[config.mk]
export PLATFORM = sky130hd
export DESIGN_NAME = x_debounce
export DESIGN_NICKNAME = d
export VERILOG_FILES = /design/src/rtl/x_debounce_pkg.sv /design/src/rtl/x_debounce_sync_chain.sv /design/src/rtl/x_debounce.sv
export SDC_FILE = /design/constraint.sdc
export NUM_CORES = 1
export LEC_CHECK = 0
export BUFFER_PORTS_ARGS = -buffer_cell sky130_fd_sc_hd__buf_2
export CORE_MARGIN = 10
export CORE_UTILIZATION = 47
export DETAILED_ROUTE_END_ITERATION = 10
export PLACE_DENSITY = 0.72
export SYNTH_ARGS = -nofsm -noshare
export SYNTH_HDL_FRONTEND = slang
export SYNTH_SLANG_ARGS = --single-unit
[constraint.sdc]
create_clock -name clk -period 1.42 [get_ports clk]
set_input_delay 0.071 -clock clk [delete_from_list [all_inputs] [get_ports clk]]
set_output_delay 0.071 -clock clk [all_outputs]
set_load 0.02 [all_outputs]
[src/rtl/x_debounce_pkg.sv]
// Shared definitions for the x_debounce input conditioner.
package x_debounce_pkg;

  typedef enum logic [1:0] {
    S_LOW      = 2'b00,
    S_RISE_CHK = 2'b01,
    S_HIGH     = 2'b10,
    S_FALL_CHK = 2'b11
  } state_e;

  localparam logic [7:0] GLITCH_MAX = 8'hFF;

  // Saturating increment for the rejected-transition counter.
  function automatic logic [7:0] sat_inc8(input logic [7:0] v);
    return (v == GLITCH_MAX) ? v : v + 8'd1;
  endfunction

endpackage

[src/rtl/x_debounce_sync_chain.sv]
// Multi-flop synchroniser for asynchronous single-bit inputs; resets to 0.
module sync_chain #(
  parameter int unsigned DEPTH = 2
) (
  input  logic clk,
  input  logic reset_n,
  input  logic d_i,
  output logic q_o
);

  logic [DEPTH-1:0] sync_q;

  // Shift the asynchronous input through DEPTH flops.
  always_ff @(posedge clk or negedge reset_n) begin
    if (!reset_n) sync_q <= '0;
    else          sync_q <= {sync_q[DEPTH-2:0], d_i};
  end

  assign q_o = sync_q[DEPTH-1];

endmodule

[src/rtl/x_debounce.sv]
// Debounces an asynchronous key/strobe and emits one clock pulse per
// accepted press for the downstream pulse-counting FSM.
module x_debounce
  import x_debounce_pkg::*;
#(
  parameter int unsigned SYNC_STAGES     = 2,
  parameter int unsigned DEBOUNCE_CYCLES = 4
) (
  input  logic       clk,
  input  logic       reset_n,
  input  logic       key_raw,
  output logic       x_pulse,
  output logic       key_level,
  output logic       busy,
  output logic [7:0] glitch_cnt
);

  localparam int unsigned CNT_W = $clog2(DEBOUNCE_CYCLES + 1);
  localparam logic [CNT_W-1:0] CNT_LAST = CNT_W'(DEBOUNCE_CYCLES - 1);

  logic             key_sync;
  state_e           state_q, state_d;
  logic [CNT_W-1:0] cnt_q, cnt_d;
  logic             glitch_inc;
  logic [7:0]       glitch_q, glitch_d;
  logic             x_pulse_q, x_pulse_d;
  logic             level_q, level_d;

  sync_chain #(.DEPTH(SYNC_STAGES)) u_sync (
    .clk     (clk),
    .reset_n (reset_n),
    .d_i     (key_raw),
    .q_o     (key_sync)
  );

  // State, stability counter and registered outputs.
  always_ff @(posedge clk or negedge reset_n) begin
    if (!reset_n) begin
      state_q   <= S_LOW;
      cnt_q     <= '0;
      glitch_q  <= '0;
      x_pulse_q <= 1'b0;
      level_q   <= 1'b0;
    end else begin
      state_q   <= state_d;
      cnt_q     <= cnt_d;
      glitch_q  <= glitch_d;
      x_pulse_q <= x_pulse_d;
      level_q   <= level_d;
    end
  end

  // Next-state: qualify each level change for DEBOUNCE_CYCLES stable samples.
  always_comb begin
    state_d    = state_q;
    cnt_d      = cnt_q;
    glitch_inc = 1'b0;
    unique case (state_q)
      S_LOW: begin
        if (key_sync) begin
          state_d = S_RISE_CHK;
          cnt_d   = '0;
        end
      end
      S_RISE_CHK: begin
        if (!key_sync) begin
          state_d    = S_LOW;
          glitch_inc = 1'b1;
        end else if (cnt_q == CNT_LAST) begin
          state_d = S_HIGH;
        end else begin
          cnt_d = cnt_q + CNT_W'(1);
        end
      end
      S_HIGH: begin
        if (!key_sync) begin
          state_d = S_FALL_CHK;
          cnt_d   = '0;
        end
      end
      S_FALL_CHK: begin
        if (key_sync) begin
          state_d    = S_HIGH;
          glitch_inc = 1'b1;
        end else if (cnt_q == CNT_LAST) begin
          state_d = S_LOW;
        end else begin
          cnt_d = cnt_q + CNT_W'(1);
        end
      end
      default: state_d = S_LOW;
    endcase
  end

  // Outputs: pulse/level follow accepted transitions, glitch count saturates.
  always_comb begin
    x_pulse_d = (state_q == S_RISE_CHK) && (state_d == S_HIGH);
    level_d   = level_q;
    if ((state_q == S_RISE_CHK) && (state_d == S_HIGH)) level_d = 1'b1;
    if ((state_q == S_FALL_CHK) && (state_d == S_LOW))  level_d = 1'b0;
    glitch_d  = glitch_inc ? sat_inc8(glitch_q) : glitch_q;
  end

  assign busy       = (state_q == S_RISE_CHK) || (state_q == S_FALL_CHK);
  assign x_pulse    = x_pulse_q;
  assign key_level  = level_q;
  assign glitch_cnt = glitch_q;

endmodule

==> results.py <==
metrics = {
    "status": {
        "status": "finished with violations",
        "violations": "negative setup slack",
    },
    "route": {
        "antenna_left": 0,
        "wirelength_um": 1700,
        "drt_iter0_markers": 4,
        "wl_per_cell_um": 14.5,
        "dr.pass1.iters": 3,
        "drcViolationCount": 0,
        "viasPerCell": 5.22,
        "vias": 611,
    },
    "worst_setup_path": {
        "ff2ff_path_depth": 5,
        "max_stage_delay_ns": 0.40,
        "crit_type": "flop to flop",
        "crit_path_start_kind": "flop",
        "critPathBufInv": 0,
        "path_cells": "ha_2, ha_4, a21o_2, or3b_1, o21ai_1",
        "worstPathArrival_ns": 1.66,
        "endpoint_kind": "flop",
        "cp_slowest_cell": "dfrtp_1",
        "crit_fanout": 2,
        "required_ns": 1.65,
        "cp.depth": 5,
        "path_delay_family": "flip-flops",
    },
    "sta": {
        "final.setup_skew_ns": 0.0113,
        "rsz0062_at_grt": "yes",
        "max_slew_margin_pct": 74.6,
        "worstMarginPinSlew_ns": 0.381,
        "postLayoutSetupSlackWorst_ns": -0.0130,
        "setup_viol": 1,
        "hold_violations": 0,
        "tns_ns": -0.0130,
        "holdWs_ns": 0.211,
        "max_freq_ghz": 0.698,
        "final.min_clock_period_ns": 1.43,
        "fin_crit_sh_pct": 101,
        "slew_viol_final": 0,
    },
    "floorplanning": {
        "core_sq_um": 1520,
        "die_area_sq_um": 3650,
        "dieWidth_um": 60.4,
        "io-pin-count": 14,
        "die_h_um": 60.4,
        "rows": 14,
        "start_util_pct": 50.3,
    },
    "finish": {
        "layout.nets": 108,
        "filler_cell_count": 113,
        "instances_no_fill": 117,
        "final_common_cell": "dfrtp_1",
        "final_cell_mix": "dfrtp_1, buf_2, buf_4",
        "antenna_cells": 0,
        "drive_gt1_share_pct": 41.6,
        "area_growth_pct": 37.8,
        "regArea_sq_um": 428,
        "multi_input_area_sq_um": 380,
        "fin_util_pct": 69.4,
    },
    "clock_network": {
        "clk_latency_ns": 0.30,
        "clk_pin_slew_ns": 0.11,
        "cts_sinks": 17,
        "cts_tree": "built",
        "cts_root_buf": "clkbuf_4",
        "htreeDepth": 1,
        "clock_path_buffers": 2,
        "numCtsBuffers": 3,
    },
    "synth": {
        "synth_edf_count": 0,
        "ys_warn_count": 0,
        "syn_area_sq_um": 767,
        "synthMuxAreaShare_pct": 2.77,
        "synth_compound_area_share_pct": 9.95,
        "synthAdderAreaFrac_pct": 4.89,
        "yosysSeqAreaShare_pct": 55.5,
        "synth-seq-cells": 17,
        "yosys.area_share.simple_pct": 17.6,
        "synth_top_family_by_area": "simple AND/OR/NAND/NOR gates",
        "ys_types": 25,
        "ys.flop_type": "dfrtp_1",
        "synth_nets": 77,
        "post_synth.cell_area_avg_sq_um": 10.8,
        "syn_inst": 71,
        "postSynth.asyncResetShare_pct": 100,
        "synthXorXnorAreaFrac_pct": 5.71,
    },
    "global_routing": {
        "grt_max_degree": 18,
        "use_met1_pct": 11.1,
        "use_met3_pct": 4.59,
        "grt.total_usage_pct": 10.2,
        "overflow": 0,
        "grt_pass1_vias": 661,
        "antenna_found_initial": 0,
        "gr-max-usage-layer": "met2",
        "grtUsageMet2_pct": 15.9,
        "grt_pass1_wl_um": 2820,
    },
    "power": {
        "leakagePower_nw": 0.520,
        "finalPower_mw": 2.14,
        "vdd.ir_drop.worst_mv": 1.03,
        "power.density_nw_per_um2": 2030,
    },
    "place": {
        "place_hpwl_um": 1240,
        "port_buffers": 13,
        "gp_congestion": 0.792,
        "dp.cells": 109,
    },
    "flow_run": {
        "cap_violations": 0,
    },
    "worst_hold_path": {
        "hp-class": "input port to async pin",
    },
}
==> Yosys cell counts (2+ instances only) <==
library cell | count | area (sq um)
and4_1 | 2 | 17.5
ha_1 | 3 | 37.5
nand4_1 | 2 | 12.5
xnor2_1 | 3 | 26.3
a21oi_1 | 4 | 20.0
nor2_1 | 4 | 15.0
dfrtp_1 | 17 | 425
inv_1 | 5 | 18.8
o21ai_0 | 5 | 25.0
nand3_1 | 3 | 15.0
xor2_1 | 2 | 17.5
nand2_1 | 8 | 30.0
==> per-layer routing <==
layer / share of wire (%) / wire (um) / vias to the layer above
li1: - / - / 307
met1: 44 / 751 / 288
met2: 48 / 811 / 12
met3: 6.3 / 106 / 4
met4: 1.5 / 25 / 0
met5: 0 / 0 / -
==> flip-flops by register name (all words and copies together), names as in the netlist <==
signal         count
x_pulse            1
cnt_q              3
u_sync.sync_q      2
glitch_cnt         8
state_q            2
key_level          1
==> stage by stage <==
stage,area [sq um],setup WS [ns]
after global placement,970,-0.0294
after detailed placement,970,-0.0268
final,1060,-0.0130
after global routing,1060,-0.0951
after CTS,1040,-0.000440
after floorplan,811,-0.0641
==> report_power, final <==
part           switching, mW  internal [mW]
sequential             0.158          0.639
combinational          0.555          0.532
clock                  0.156          0.105
==> final timing paths <==
path / from / end / slack (ns)
max in group asynchronous: reset_n / glitch_cnt[1] / 0.90
min reg2reg: u_sync.sync_q[0] / u_sync.sync_q[1] / 0.37
min: reset_n / x_pulse / 0.21
max: cnt_q[0] / cnt_q[2] / -0.01
min in group clk: u_sync.sync_q[0] / u_sync.sync_q[1] / 0.37
max reg2reg: cnt_q[0] / cnt_q[2] / -0.01
==> cell families (layout without fill, tap and decap cells) <==
family / count (synthesis) / in the layout
AO/OA/AOI/OAI: 12 / 12
XOR/XNOR: 5 / 5
adder cells (fa/ha/maj): 3 / 3
buffers and inverters: 7 / 37
flip-flops: 17 / 17
multiplexers: 2 / 2
AND/OR/NAND/NOR: 25 / 25
==> final cells by class <==
cell class / count / share of cell area (%)
flip-flops and latches: 17 / 40.5
inverters: 5 / 1.78
clock inverters: 1 / 0.473
clock buffers: 3 / 2.13
repair buffers: 28 / 17.3
multi-input cells: 47 / 36.0
well taps: 16 / 1.89
==> worst register-to-register path, stage by stage, from the launching register on <==
cell and delay [ns]:
dfrtp_1 0.40, ha_2 0.20, ha_4 0.15, a21o_2 0.19, or3b_1 0.35, o21ai_1 0.08
==> what timing repair did <==
item,CTS,global route
gates resized for setup,5,0
hold buffers,2,0
endpoints found under the hold margin,18,0
endpoints found under the setup margin,4,5
pin swaps,2,4
gates cloned,0,0
buffers inserted,0,2
Note: power is estimated with default switching activity, not from simulation.
